===== src/rtl/reg_bus_pkg.sv =====
`default_nettype none
// ============================================================================
// Module   : reg_bus_pkg
// Purpose  : Shared types and constants for the two-requester register-bus
//            arbiter: FSM state encoding, default bus widths, grant-ID type.
// Ports    : none (package)
// Revision : 1.0  initial release
// ============================================================================
package reg_bus_pkg;

  localparam int c_dw_default = 8;
  localparam int c_aw_default = 8;

  typedef enum logic [1:0] {
    ST_IDLE   = 2'd0,
    ST_ACCESS = 2'd1,
    ST_RESP   = 2'd2
  } state_t;

  // Grant ID: 0 = requester 0, 1 = requester 1.
  typedef logic gnt_id_t;

  localparam gnt_id_t c_gnt_m0 = 1'b0;
  localparam gnt_id_t c_gnt_m1 = 1'b1;

  function automatic logic [1:0] id_to_onehot(input gnt_id_t id);
    return (id == c_gnt_m1) ? 2'b10 : 2'b01;
  endfunction

endpackage
`default_nettype wire


===== src/rtl/rr_arb2.sv =====
`default_nettype none
// ============================================================================
// Module   : rr_arb2
// Purpose  : Two-way round-robin picker, purely combinational.
// Ports    : i_req[1:0]      raw requests
//            i_exclude[1:0]  requesters barred from this pick
//            i_last_grant    ID of the most recent grant
//            o_gnt[1:0]      one-hot grant (zero when nothing eligible)
// Revision : 1.0  initial release
// ============================================================================
module rr_arb2
  import reg_bus_pkg::*;
(
  input  logic [1:0] i_req,
  input  logic [1:0] i_exclude,
  input  gnt_id_t    i_last_grant,
  output logic [1:0] o_gnt
);

  logic [1:0] w_elig;

  assign w_elig = i_req & ~i_exclude;

  always_comb begin
    o_gnt = w_elig;
    // On a tie the requester that was not served last wins.
    if (&w_elig) begin
      o_gnt = (i_last_grant == c_gnt_m1) ? 2'b01 : 2'b10;
    end
  end

endmodule
`default_nettype wire


===== src/rtl/reg_bus_arb.sv =====
`default_nettype none
// ============================================================================
// Module   : reg_bus_arb
// Purpose  : Arbitrates two register-bus requesters onto one register bus.
//            IDLE -> ACCESS (one strobe cycle) -> RESP (one ack cycle), with
//            re-arbitration at RESP exit for 2-cycle back-to-back throughput.
// Ports    : i_clk, i_rst_n        clock, async active-low reset
//            i_mX_req/wr/addr/wdata requester X command (X = 0,1)
//            o_mX_ack, o_mX_rdata  requester X completion pulse / read data
//            o_wen, o_ren          register bus strobes
//            o_addr, o_wdata       register bus address / write data
//            i_rdata               OR of register-slice read data
//            o_busy                high whenever not IDLE
// Revision : 1.0  initial release
// ============================================================================
module reg_bus_arb
  import reg_bus_pkg::*;
#(
  parameter int DW = c_dw_default,
  parameter int AW = c_aw_default
) (
  input  logic          i_clk,
  input  logic          i_rst_n,
  input  logic          i_m0_req,
  input  logic          i_m0_wr,
  input  logic [AW-1:0] i_m0_addr,
  input  logic [DW-1:0] i_m0_wdata,
  output logic          o_m0_ack,
  output logic [DW-1:0] o_m0_rdata,
  input  logic          i_m1_req,
  input  logic          i_m1_wr,
  input  logic [AW-1:0] i_m1_addr,
  input  logic [DW-1:0] i_m1_wdata,
  output logic          o_m1_ack,
  output logic [DW-1:0] o_m1_rdata,
  output logic          o_wen,
  output logic          o_ren,
  output logic [AW-1:0] o_addr,
  output logic [DW-1:0] o_wdata,
  input  logic [DW-1:0] i_rdata,
  output logic          o_busy
);

  state_t  r_state;
  state_t  w_state_nxt;
  // Holds both the ID of the transaction in flight and the round-robin
  // history: every grant updates it, so the two are always equal.
  gnt_id_t r_last_grant;

  logic [1:0]    w_req;
  logic [1:0]    w_excl;
  logic [1:0]    w_gnt;
  logic          w_grant_now;
  gnt_id_t       w_sel_id;
  logic          w_sel_wr;
  logic [AW-1:0] w_sel_addr;
  logic [DW-1:0] w_sel_wdata;
  logic          w_in_access;

  assign w_req       = {i_m1_req, i_m0_req};
  // Only the RESP exit excludes the requester currently being acked.
  assign w_excl      = (r_state == ST_RESP) ? id_to_onehot(r_last_grant) : 2'b00;
  assign w_in_access = (r_state == ST_ACCESS);

  rr_arb2 u_rr_arb2 (
    .i_req        (w_req),
    .i_exclude    (w_excl),
    .i_last_grant (r_last_grant),
    .o_gnt        (w_gnt)
  );

  assign w_sel_id    = gnt_id_t'(w_gnt[1]);
  assign w_sel_wr    = w_gnt[1] ? i_m1_wr    : i_m0_wr;
  assign w_sel_addr  = w_gnt[1] ? i_m1_addr  : i_m0_addr;
  assign w_sel_wdata = w_gnt[1] ? i_m1_wdata : i_m0_wdata;

  // Next-state logic.
  always_comb begin
    w_state_nxt = r_state;
    w_grant_now = 1'b0;
    case (r_state)
      ST_IDLE: begin
        if (|w_gnt) begin
          w_state_nxt = ST_ACCESS;
          w_grant_now = 1'b1;
        end
      end
      ST_ACCESS: begin
        w_state_nxt = ST_RESP;
      end
      ST_RESP: begin
        if (|w_gnt) begin
          w_state_nxt = ST_ACCESS;
          w_grant_now = 1'b1;
        end else begin
          w_state_nxt = ST_IDLE;
        end
      end
      default: begin
        w_state_nxt = ST_IDLE;
      end
    endcase
  end

  // State register.
  always_ff @(posedge i_clk or negedge i_rst_n) begin
    if (!i_rst_n) begin
      r_state <= ST_IDLE;
    end else begin
      r_state <= w_state_nxt;
    end
  end

  // Registered outputs: strobes are loaded on the grant edge so they are
  // high exactly in the ACCESS cycle; acks are loaded on the ACCESS exit.
  always_ff @(posedge i_clk or negedge i_rst_n) begin
    if (!i_rst_n) begin
      r_last_grant <= c_gnt_m1;
      o_busy       <= 1'b0;
      o_wen        <= 1'b0;
      o_ren        <= 1'b0;
      o_m0_ack     <= 1'b0;
      o_m1_ack     <= 1'b0;
      o_addr       <= '0;
      o_wdata      <= '0;
      o_m0_rdata   <= '0;
      o_m1_rdata   <= '0;
    end else begin
      o_busy   <= (w_state_nxt != ST_IDLE);
      o_wen    <= w_grant_now &  w_sel_wr;
      o_ren    <= w_grant_now & ~w_sel_wr;
      o_m0_ack <= w_in_access & (r_last_grant == c_gnt_m0);
      o_m1_ack <= w_in_access & (r_last_grant == c_gnt_m1);
      if (w_grant_now) begin
        r_last_grant <= w_sel_id;
        o_addr       <= w_sel_addr;
        o_wdata      <= w_sel_wdata;
      end
      // o_ren is high only during ACCESS, so it also qualifies the capture.
      if (o_ren && (r_last_grant == c_gnt_m0)) begin
        o_m0_rdata <= i_rdata;
      end
      if (o_ren && (r_last_grant == c_gnt_m1)) begin
        o_m1_rdata <= i_rdata;
      end
    end
  end

endmodule
`default_nettype wire


===== config.mk =====
export PLATFORM = sky130hd
export DESIGN_NAME = reg_bus_arb
export DESIGN_NICKNAME = d
export VERILOG_FILES = /design/src/rtl/reg_bus_pkg.sv /design/src/rtl/rr_arb2.sv /design/src/rtl/reg_bus_arb.sv
export SDC_FILE = /design/constraint.sdc
export NUM_CORES = 1
export LEC_CHECK = 0
export CORE_MARGIN = 2
export CORE_UTILIZATION = 36
export CTS_CLUSTER_SIZE = 16
export DETAILED_ROUTE_END_ITERATION = 8
export PLACE_DENSITY = 0.76
export SETUP_SLACK_MARGIN = 0.05
export SLEW_MARGIN = 10
export SYNTH_ARGS = -nofsm -noshare
export SYNTH_HDL_FRONTEND = slang
export SYNTH_SLANG_ARGS = --single-unit

===== constraint.sdc =====
create_clock -name i_clk -period 1.5 [get_ports i_clk]
set_input_delay 0.3 -clock i_clk [delete_from_list [all_inputs] [get_ports i_clk]]
set_output_delay 0.3 -clock i_clk [all_outputs]
set_load 0.01 [all_outputs]

Yosys cells after proc, flatten, opt, wreduce, memory -nomap -nowiden
Index checks and enable logic that the tools add are counted.
- register bits after elaboration: 40
- output and inout port bits: 37
- bits of input ports: 46
- word-level logic and storage cells: 40
- reductions and logical operators: 7
- bitwise logic cells: 8
- equality and inequality tests: 2
- mux-type cells: 12
- operator list (kind ; number):
    8-bit 2-to-1 mux ; 2
    2-bit 2-to-1 mux ; 5
    2-bit one-hot mux with 3 select lines ; 1
    1-bit bitwise AND ; 4
    1-bit 2-to-1 mux ; 4
    2-bit OR reduction ; 2
    2-bit bitwise AND ; 1
    2-bit by 1-bit equality test with 1-bit output, second input constant ; 1
    2-bit equality test, second input constant ; 1
    1-bit logical AND ; 2
    2-bit zero test ; 1
    1-bit NOT ; 2
    2-bit NOT ; 1
    2-bit AND reduction ; 1
    2-bit nonzero test ; 1

Depth between registers and ports, before layout
Gate-level depths: netlist of run 1.
- depth in word-level cells: 10
- mapped depth: 7
- gate-level depth less buffers: 4

Modules after synthesis
From an unflattened synthesis of run 1, not the netlist that was laid out.
- cells, all modules: 156
- area, all modules: 1894.3 µm²
- by module, submodules not included (module ; area each (µm²) ; sequential area each (µm²) ; cells each ; instances):
    reg_bus_arb ; 1861.8 ; 1002.2 ; 152 ; 1
    rr_arb2 ; 32.5 ; 0.0 ; 4 ; 1

Least setup slack after synthesis of run 1
Ideal clock, no wire load.
- path type: reg-to-reg
- from: reg r_last_grant
- to: reg o_addr[1]
- setup slack: 0.063 ns
- library setup time: 0.124 ns
- period minus slack after synthesis: 1.437 ns
- cell stages (with the launch flop): 8
- required time: 1.376 ns
- arrival time: 1.313 ns
- buffers on the path: 3
- path through: dfstp_2 -> buf_4 -> nand3b_1 -> nand3_2 -> buf_6 -> buf_12 -> mux2i_1 -> o21ai_1
- word-level cells in the longest chain between the ends: 9
- elaborated cells on any way between the ends: 11
- classes of those cells: mux (7); bitwise (2); reduce/logical (2)
- RTL lines (element ; RTL line ; text):
    start, declared ; reg_bus_arb.sv:48 ; gnt_id_t r_last_grant;
    start signal, assigned ; reg_bus_arb.sv:118 ; r_last_grant <= c_gnt_m1;
    start signal, assigned ; reg_bus_arb.sv:135 ; r_last_grant <= w_sel_id;
    2-bit 2-to-1 mux ; reg_bus_pkg.sv:27 ; return (id == c_gnt_m1) ? 2'b10 : 2'b01;
    2-bit 2-to-1 mux ; reg_bus_arb.sv:62 ; assign w_excl = (r_state == ST_RESP) ? id_to_onehot(r_last_grant) : 2'b00;
    2-bit NOT ; rr_arb2.sv:22 ; assign w_elig = i_req & ~i_exclude;
    2-bit bitwise AND ; rr_arb2.sv:22 ;
    2-bit AND reduction ; rr_arb2.sv:27 ; if (&w_elig) begin
    2-bit 2-to-1 mux (*) ; rr_arb2.sv:27 ;
    2-bit OR reduction ; reg_bus_arb.sv:83, reg_bus_arb.sv:92 ;
    1-bit 2-to-1 mux ; reg_bus_arb.sv:83, reg_bus_arb.sv:92 ;
    1-bit 2-to-1 mux ; n/a ;
    end signal, assigned ; reg_bus_arb.sv:136 ; o_addr <= w_sel_addr;
    end, declared ; reg_bus_arb.sv:38 ; output logic [AW-1:0] o_addr,
Every way passes the cells marked *; elsewhere a longest branch is shown, timed or not.
A chain may end at the register's enable or synchronous reset.

Worst setup path after layout of run 1
- from: reg r_last_grant
- to: reg o_addr[4]
The elaborated chain is that of the path after synthesis.

==> results of run 1 <==
[cells in the mapped netlist (2+ instances only)]
master    number  share of area, %
dfrtp_1       39                58
buf_4          3               1.3
nor2_1         2              0.45
mux2_2        16                11
buf_2          2              0.60
inv_1          3              0.67
and2_1         2              0.75
mux2i_1       17                10
o21ai_0        4               1.2
o21ai_1       12               3.6
nand2b_1       2              0.75
nand2_1       19               4.3
[metrics by stage]
stage	std cells	area (sq um)	setup TNS, ns	total power (W)
floorplan	131	1670	0	0.00305
global placement	264	2570	-2.04	0.00432
detailed placement	264	2570	-2.50	0.00440
CTS	273	2620	0	0.00474
global route	277	2710	-0.0346	0.00526
finish	277	2710	0	0.00489
[registers in the layout, indices dropped and copies added (netlist names), 2 cells and up]
register    flops
o_addr          8
o_m1_rdata      8
r_state         2
o_wdata         8
o_m0_rdata      8
[worst max path at each step]
stage,slack [ns],cells after the start,end,start
final,0.07,5,o_addr[4],r_last_grant
after global routing,-0.01,5,o_wdata[0],r_last_grant
after detailed placement,-0.19,6,o_ren,i_m1_req
after global placement,-0.16,6,o_ren,i_m1_req
after CTS,0.05,5,o_ren,r_last_grant
after floorplan,0.06,7,o_addr[1],r_last_grant
[worst max-delay path, delay by kind of cell (launching register included)]
kind,cells,cell delay (ns)
compound gates,1,0.08
mux,1,0.21
simple gates,2,0.24
flops,1,0.60
buf+inv,1,0.17
[report_power, final]
| group | switching [W] | leakage, nW | total (W) | internal, W |
|---|---|---|---|---|
| clock network | 0.000338 | 0.0422 | 0.000664 | 0.000326 |
| logic | 0.00105 | 0.794 | 0.00234 | 0.00129 |
| registers | 0.000264 | 0.484 | 0.00188 | 0.00162 |
| total | 0.00165 | 1.32 | 0.00489 | 0.00323 |
[kinds of logic (layout without fill, tap and decap cells)]
kind of cell | count (synthesis) | after routing | synth area share (%)
flip-flops | 40 | 40 | 60.0
multiplexers | 33 | 33 | 21.0
AND/OR/NAND/NOR | 28 | 28 | 7.65
AO/OA/AOI/OAI | 20 | 20 | 6.82
buffers and inverters | 10 | 104 | 4.50
[metal layers]
metal | track usage (%) | vias to the layer above
li1 | - | 637
met1 | 19.9 | 586
met2 | 24.4 | 58
met3 | 4.86 | 5
met4 | 5.03 | 0
met5 | 0 | -
[area by class of cell]
type                       count  area [sq um]  share of cell area (%)
tap                           52          65.1                    2.40
inverter                       3          11.3                   0.415
clock inverter                 1          5.00                   0.185
multi-input combinational     81           616                    22.7
timing repair buffer          93           937                    34.5
sequential                    40          1000                    36.9
clock buffer                   7          76.3                    2.81
[what timing repair did]
action | 4_1_cts | 5_1_grt
endpoints found under the setup margin | 44 | 19
buffers inserted | 0 | 2
hold endpoints to repair | 15 | 0
hold buffers | 1 | 0
resized for setup | 37 | 10
pin swaps | 0 | 2
cloned | 0 | 2
==> impl_metrics.py, run 1 <==
metrics = {
    "timing": {
        "final_max_slew_viol_count": 0,
        "worst_pin_slew_ns": 0.405,
        "min_period_over_period_pct": 95.4,
        "finClkSkew_ns": 0.00663,
        "setup_violations": 0,
        "fin_ws_ns": 0.0689,
        "hold_viol_final": 0,
        "hold_slack_ns": 0.371,
        "fmax_mhz": 699,
        "rsz0062_at_grt": "yes",
        "worst_slew_margin_rel_pct": 73.0,
        "period_needed_ns": 1.43,
    },
    "final_layout": {
        "final_core_util_pct": 61.5,
        "fillers": 398,
        "syn2layout_area_growth_pct": 62.5,
        "final_common_cell": "clkdlybuf4s50_1",
        "antenna_cells": 0,
        "nNetsFinal": 270,
        "most-common-layout-cells": "clkdlybuf4s50_1 (43), dfrtp_1 (39), dlygate4sd2_1 (36), nand2_1 (19), mux2_2 (16)",
        "drive_above_1_share_pct": 17.3,
    },
    "setup_path": {
        "max_stage_delay_ns": 0.60,
        "rr_worst_depth": 5,
        "timing.rr.start": "r_last_grant",
        "critical_path_class": "register to register",
        "crit_chain": "nand3b_1 -> nand3_2 -> buf_12 -> mux2i_2 -> o21ai_1",
        "r2r_slack_ns": 0.07,
        "end_kind": "register",
        "crit_required_ns": 1.67,
        "cp-start-kind": "register",
        "slowest_stage": "dfstp_2",
        "crit_fanout": 16,
        "r2r_end": "o_addr[4]",
        "cp.arrival_ns": 1.60,
    },
    "floorplan": {
        "start_util_pct": 37.8,
        "die-height_um": 72.1,
        "io_pins": 83,
        "die_area_sq_um": 5200,
        "rows": 24,
        "die_x_um": 72.1,
        "core_sq_um": 4410,
    },
    "synthesis": {
        "synth_cell_types": 22,
        "synth_nets": 177,
        "synthArstFlopShare_pct": 100,
        "syn_area_sq_um": 1670,
        "yosysWarnings": 0,
        "ys.flop_type": "dfrtp_1",
        "ys_seq_area_share_pct": 60.0,
        "syn_inst": 131,
        "avgSynthCellArea_sq_um": 12.7,
        "synth_edf_count": 0,
        "ys_ff_latch": 40,
    },
    "clocking": {
        "clockBufferDepth": 2,
        "numCtsBuffers": 5,
        "root_buffer": "clkbuf_8",
        "htree_levels": 2,
        "clk_pin_slew_ns": 0.07,
        "cts_tree": "done",
        "insertion_delay_ns": 0.29,
        "cts_sinks": 40,
    },
    "power_and_ir_drop": {
        "pwr_density_cell_nw_per_um2": 1800,
        "p_leak_nw": 1.32,
        "ir_drop_mv": 0.644,
    },
    "global_route": {
        "antenna_found_initial": 0,
        "grt_pass1_vias": 1279,
        "grt-ovfl-total": 0,
        "grt_use_total_pct": 15.3,
        "grt_pass1_wl_um": 6110,
        "grt_max_degree": 36,
    },
    "min_path": {
        "holdCritStartpoint": "i_m1_req",
        "min_to": "r_last_grant",
        "whs_path_depth": 3,
        "min_path_type": "input port to register",
    },
    "routing": {
        "drc_errors": 0,
        "wl_met2_um": 1880,
        "wl_met3_um": 265,
        "highest_layer": "met4",
        "ant_nets": 0,
        "num_vias": 1286,
        "drt_iter0_drc": 40,
        "wl_per_cell_um": 13.9,
        "drt-met1-wl_um": 1650,
        "routed_wl_um": 3850,
        "dr.pass1.iters": 2,
        "viasPerCell": 4.64,
    },
    "place": {
        "place.gp.congestion": 0.689,
        "portBuffers": 82,
        "place_ws_ns": -0.191,
        "dp.final_hpwl_um": 2830,
    },
    "run_status": {
        "status": "finished, final reports clean",
    },
    "flow_run": {
        "max_cap_viol_count": 0,
    },
}
(Power assumes the default switching activity.)
==> inputs of run 2 (changes only) <==
--- a/config.mk
+++ b/config.mk
@@ -5,6 +5,7 @@
 export SDC_FILE = /design/constraint.sdc
 export NUM_CORES = 1
 export LEC_CHECK = 0
+export CORE_ASPECT_RATIO = 1.1
 export CORE_MARGIN = 2
 export CORE_UTILIZATION = 36
 export CTS_CLUSTER_SIZE = 16
==> run 2 against run 1 <==
  * Sequential power about the same
  * Clock skew fell by 0.0011 ns
  * Die area hardly changed
  * Largest cell class unchanged
  * Critical path type unchanged
  * Combinational power fell by 5%
  * Critical endpoint is now o_wdata[2]
  * Core utilization is essentially flat
  * Maximum frequency shrank 0.99%
  * Total power down 1.5%
  * Cell count did not move
  * Global-route usage is 0.29 points higher
==> impl_metrics.py, run 2 (synthesized netlist as in run 1, its figures left out) <==
metrics = {
    "flow_run": {
        "max_cap_viol_count": 0,
    },
    "place": {
        "dp.final_hpwl_um": 2810,
        "place_area_sq_um": 2570,
        "place_ws_ns": -0.145,
        "portBuffers": 82,
        "place.gp.congestion": 0.670,
    },
    "routing": {
        "ant_nets": 0,
        "dr.pass1.iters": 4,
        "drc_errors": 0,
        "viasPerCell": 4.65,
        "routed_wl_um": 3870,
        "num_vias": 1288,
        "drt_iter0_drc": 79,
        "wl_per_cell_um": 14.0,
    },
    "floorplan": {
        "io_pins": 83,
        "rows": 25,
        "core_sq_um": 4380,
        "die_x_um": 68.9,
        "die_area_sq_um": 5200,
        "die-height_um": 75.4,
        "start_util_pct": 38.1,
    },
    "clocking": {
        "clk_pin_slew_ns": 0.07,
        "insertion_delay_ns": 0.29,
        "cts_tree": "done",
        "htree_levels": 2,
        "clockBufferDepth": 2,
        "cts_sinks": 40,
        "numCtsBuffers": 5,
        "root_buffer": "clkbuf_8",
    },
    "global_route": {
        "grt-ovfl-total": 0,
        "grt_max_degree": 41,
        "grt_use_total_pct": 15.6,
        "antenna_found_initial": 0,
        "grt_pass1_wl_um": 5840,
        "grt_pass1_vias": 1324,
    },
    "power_and_ir_drop": {
        "ir_drop_mv": 0.691,
        "intPower_w": 0.00317,
        "pwr-share-seq_pct": 39.1,
        "clkPwrFrac_pct": 14.8,
        "p_comb_share_pct": 46.1,
        "p_leak_nw": 1.30,
        "p_sw_w": 0.00165,
        "sw_frac_of_total_pct": 34.2,
        "pwr_density_cell_nw_per_um2": 1790,
    },
    "final_layout": {
        "most-common-layout-cells": "clkdlybuf4s50_1 (44), dfrtp_1 (39), dlygate4sd2_1 (37), nand2_1 (18)",
        "drive_above_1_share_pct": 17.9,
        "syn2layout_area_growth_pct": 61.2,
        "stdcell_area_sq_um": 2690,
        "nNetsFinal": 268,
        "final_common_cell": "clkdlybuf4s50_1",
        "fillers": 369,
        "antenna_cells": 0,
        "multi_input_area_sq_um": 622,
        "regArea_sq_um": 1000,
    },
    "timing": {
        "worst_slew_margin_rel_pct": 84.7,
        "setup_violations": 0,
        "hold_slack_ns": 0.480,
        "worst_pin_slew_ns": 0.223,
        "period_needed_ns": 1.45,
        "fmax_mhz": 692,
        "rsz0062_at_grt": "yes",
        "hold_viol_final": 0,
        "fin_ws_ns": 0.0547,
        "min_period_over_period_pct": 96.4,
        "final_max_slew_viol_count": 0,
        "finClkSkew_ns": 0.00556,
    },
    "setup_path": {
        "crit_fanout": 8,
        "slowest_stage": "dfstp_2",
        "cp.arrival_ns": 1.62,
        "crit_chain": "nand3b_1 -> nand3_4 -> buf_12 -> mux2i_2 -> o21ai_1",
        "cp-start-kind": "register",
        "end_kind": "register",
        "max_stage_delay_ns": 0.60,
        "critical_path_class": "register to register",
        "crit_required_ns": 1.67,
    },
    "run_status": {
        "status": "finished, final reports clean",
    },
    "min_path": {
        "min_path_type": "register to register",
    },
}
[run 2: metal layers]
layer	wire length, um	track usage (%)
met1	1430	16.0
met2	2000	28.6
met3	385	5.91
met4	62	5.88
met5	0	0
[run 2: per-stage QoR]
| step | std cells | util [%] | total power, W | setup TNS, ns |
|---|---|---|---|---|
| after floorplan | 131 | - | 0.00305 | 0 |
| after global placement | 266 | 58.7 | 0.00431 | -1.43 |
| after detailed placement | 266 | 58.7 | 0.00439 | -1.66 |
| after CTS | 276 | 60.3 | 0.00480 | 0 |
| after global routing | 277 | 61.4 | 0.00517 | -0.0610 |
| final | 277 | 61.4 | 0.00481 | 0 |
[run 2: final cells by class]
class	instances	share of cell area, %
clock buffer	6	3.07
tap	54	2.51
timing repair buffer	91	33.3
inverter	3	0.419
sequential	40	37.3
clock inverter	2	0.372
multi-input combinational	81	23.1
[run 2: power by group through the flow]
stage               Combinational, W  Sequential, W  Clock [W]
finish                       0.00222        0.00188   0.000714
global placement             0.00241        0.00190          0
CTS                          0.00216        0.00189   0.000745
detailed placement           0.00247        0.00193          0
global route                 0.00245        0.00196   0.000764
floorplan                   0.000937        0.00211          0
[run 2: timing repair]
| item | CTS | global route |
|---|---|---|
| setup buffers | 1 | 0 |
| gates resized for setup | 39 | 9 |
| hold buffers | 1 | 0 |
| endpoints found under the hold margin | 39 | 0 |
| setup endpoints to repair | 56 | 29 |
| cloned | 0 | 1 |
| pin swaps | 0 | 3 |
[run 2: path summary, 6_finish.rpt]
kind,startpoint,to,slack [ns],cells after the start
min in group asynchronous,i_rst_n,o_m1_rdata[0],0.51,3
max reg2reg,r_last_grant,o_wdata[2],0.05,5
min reg2reg,o_wdata[1],o_wdata[1],0.48,2
min,o_wdata[1],o_wdata[1],0.48,2
max in group asynchronous,i_rst_n,r_last_grant,0.74,3
max,r_last_grant,o_wdata[2],0.05,5
[run 2: critical path: cells and delay by family, from the launching register on]
| kind | cells | cell delay (ns) |
|---|---|---|
| flops | 1 | 0.60 |
| simple gates | 2 | 0.28 |
| mux | 1 | 0.22 |
| buf+inv | 1 | 0.15 |
| compound gates | 1 | 0.08 |
==> RTL edit, RTL diff (settings of run 2) <==
Re-encode `state_t` (3 states) as one-hot, 3 bits wide.
--- a/src/rtl/reg_bus_pkg.sv
+++ b/src/rtl/reg_bus_pkg.sv
@@ -11,10 +11,10 @@
   localparam int c_dw_default = 8;
   localparam int c_aw_default = 8;
 
-  typedef enum logic [1:0] {
-    ST_IDLE   = 2'd0,
-    ST_ACCESS = 2'd1,
-    ST_RESP   = 2'd2
+  typedef enum logic [2:0] {
+    ST_IDLE   = 3'b001,
+    ST_ACCESS = 3'b010,
+    ST_RESP   = 3'b100
   } state_t;
 
   // Grant ID: 0 = requester 0, 1 = requester 1.
Check against the original RTL: no difference found for any inputs over 10 cycles, from zero or initial values and one cycle with i_rst_n low; not proved beyond that.
==> RTL edit against run 2 <==
The flow now finishes with violations (negative setup slack). Hold slack worse by 0.015 ns. Final area is 12% higher. Worst setup slack worse by 0.40 ns. Non-clock buffer count is 8 higher. First-iteration DRC count is 48% lower. Wire length is 1.9% higher. Synthesized cell count is 11% lower. Total power is 17% higher. Sequential cell count is 1 higher. Die area is 10% higher. Clock power is 28% higher. Synthesized area is 11% higher. Largest power group unchanged.
==> RTL edit: results (changes against run 2) <==
* Status: complete, but fails checks
* Failing checks: negative setup slack
* DP Area at 2800 sq um (+8.8%)
* PnR worst setup slack at -0.350 ns (-0.405 ns)
* Comb_multi_in at 70 (-14%)
* Worst Hold Slack at 0.465 ns (-0.0147 ns)
* Post-synth cell types at 26 (+18%)
* Synth cell count leaders: dfrtp_1 (39), mux2_2 (29), mux2_4 (18)
* Final setup violation count at 27 (+27)
* Leak Pwr at 1.40 nW (+7.8%)
* Crit path DAT at 2.03 ns (+0.41 ns)
* CTS resizes at 37 (-5.1%)
* Gr usage total at 0.143 (-0.0132)
* IR drop worst, VDD at 0.00104 V (+51%)
* Inverters, non-clock at 0 (-3)
* Sequential-to-total area share from yosys stat at 0.556 (-0.0443)
* Hold/Removal Path Class: primary input to async pin
* Sequential cell area share at 0.343 (-0.0298)
* Crit Path Max Fanout at 9 (+1)
* Hpwl dp at 2870 um (+2.4%)
* Sequential cell count at 41 (+2.5%)
* Layout non-clock buf frac at 0.319 (-0.0131)
* Clock network area share at 0.0400 (+0.00561)
* R2R Path End: o_addr[7]
* Via density at 4.65 (about the same)
* Area Growth Syn to Fin at 62.2%
* Area of the multi-input gates at 821 sq um (+32%)
* Synth area leaders: dfrtp_1 (53%), mux2_2 (18%), mux2_4 (15%), dfstp_2 (2.8%), o311ai_4 (1.4%)
* Placed insts at 262 (-1.5%)
-- RTL edit: changes by cell type after synthesis, moves of 2 or more --
cell	delta
mux2_4	+18
nand2_1	-18
mux2i_1	-15
mux2_2	+13
o21ai_1	-12
o21ai_0	-4
inv_1	-3
buf_4	-2
-- RTL edit: metrics by stage --
stage	TNS (ns)	total power [mW]	worst slack (ns)
after floorplan	-6.82	3.42	-0.446
after global placement	-8.85	4.80	-0.491
after detailed placement	-9.30	4.86	-0.518
after CTS	-6.49	5.46	-0.399
after global routing	-7.67	5.98	-0.407
final	-5.72	5.61	-0.350
-- RTL edit: logic make-up after synthesis --
kind of cell    synth area share
flops                      0.556
mux                        0.340
compound gates            0.0277
simple gates              0.0507
buf+inv                   0.0257
-- RTL edit: worst max path at each step --
stage | end | start | cells after the start
2_1_floorplan | o_addr[2] | r_last_grant | 6
3_5_place_dp | o_wdata[5] | i_m1_req | 6
4_1_cts | o_addr[3] | r_last_grant | 6
6_report | o_addr[7] | r_last_grant | 6
5_1_grt | o_wdata[1] | r_last_grant | 6
3_3_place_gp | o_addr[3] | i_m0_req | 6
-- RTL edit: report_power, final --
group | total [mW] | switching (mW) | internal, mW | leakage (nW)
Combinational | 2.74 | 1.05 | 1.70 | 0.850
Sequential | 1.95 | 0.288 | 1.67 | 0.490
Clock | 0.913 | 0.372 | 0.541 | 0.0574
Total | 5.61 | 1.71 | 3.90 | 1.40
-- RTL edit: routing by layer --
metal / share of wire / vias to the layer above / global-route usage
met1: 0.42 / 595 / 0.180
met2: 0.45 / 73 / 0.209
met3: 0.12 / 5 / 0.0736
li1: - / 610 / -
met4: 0.015 / 0 / 0.0509
met5: 0 / - / 0
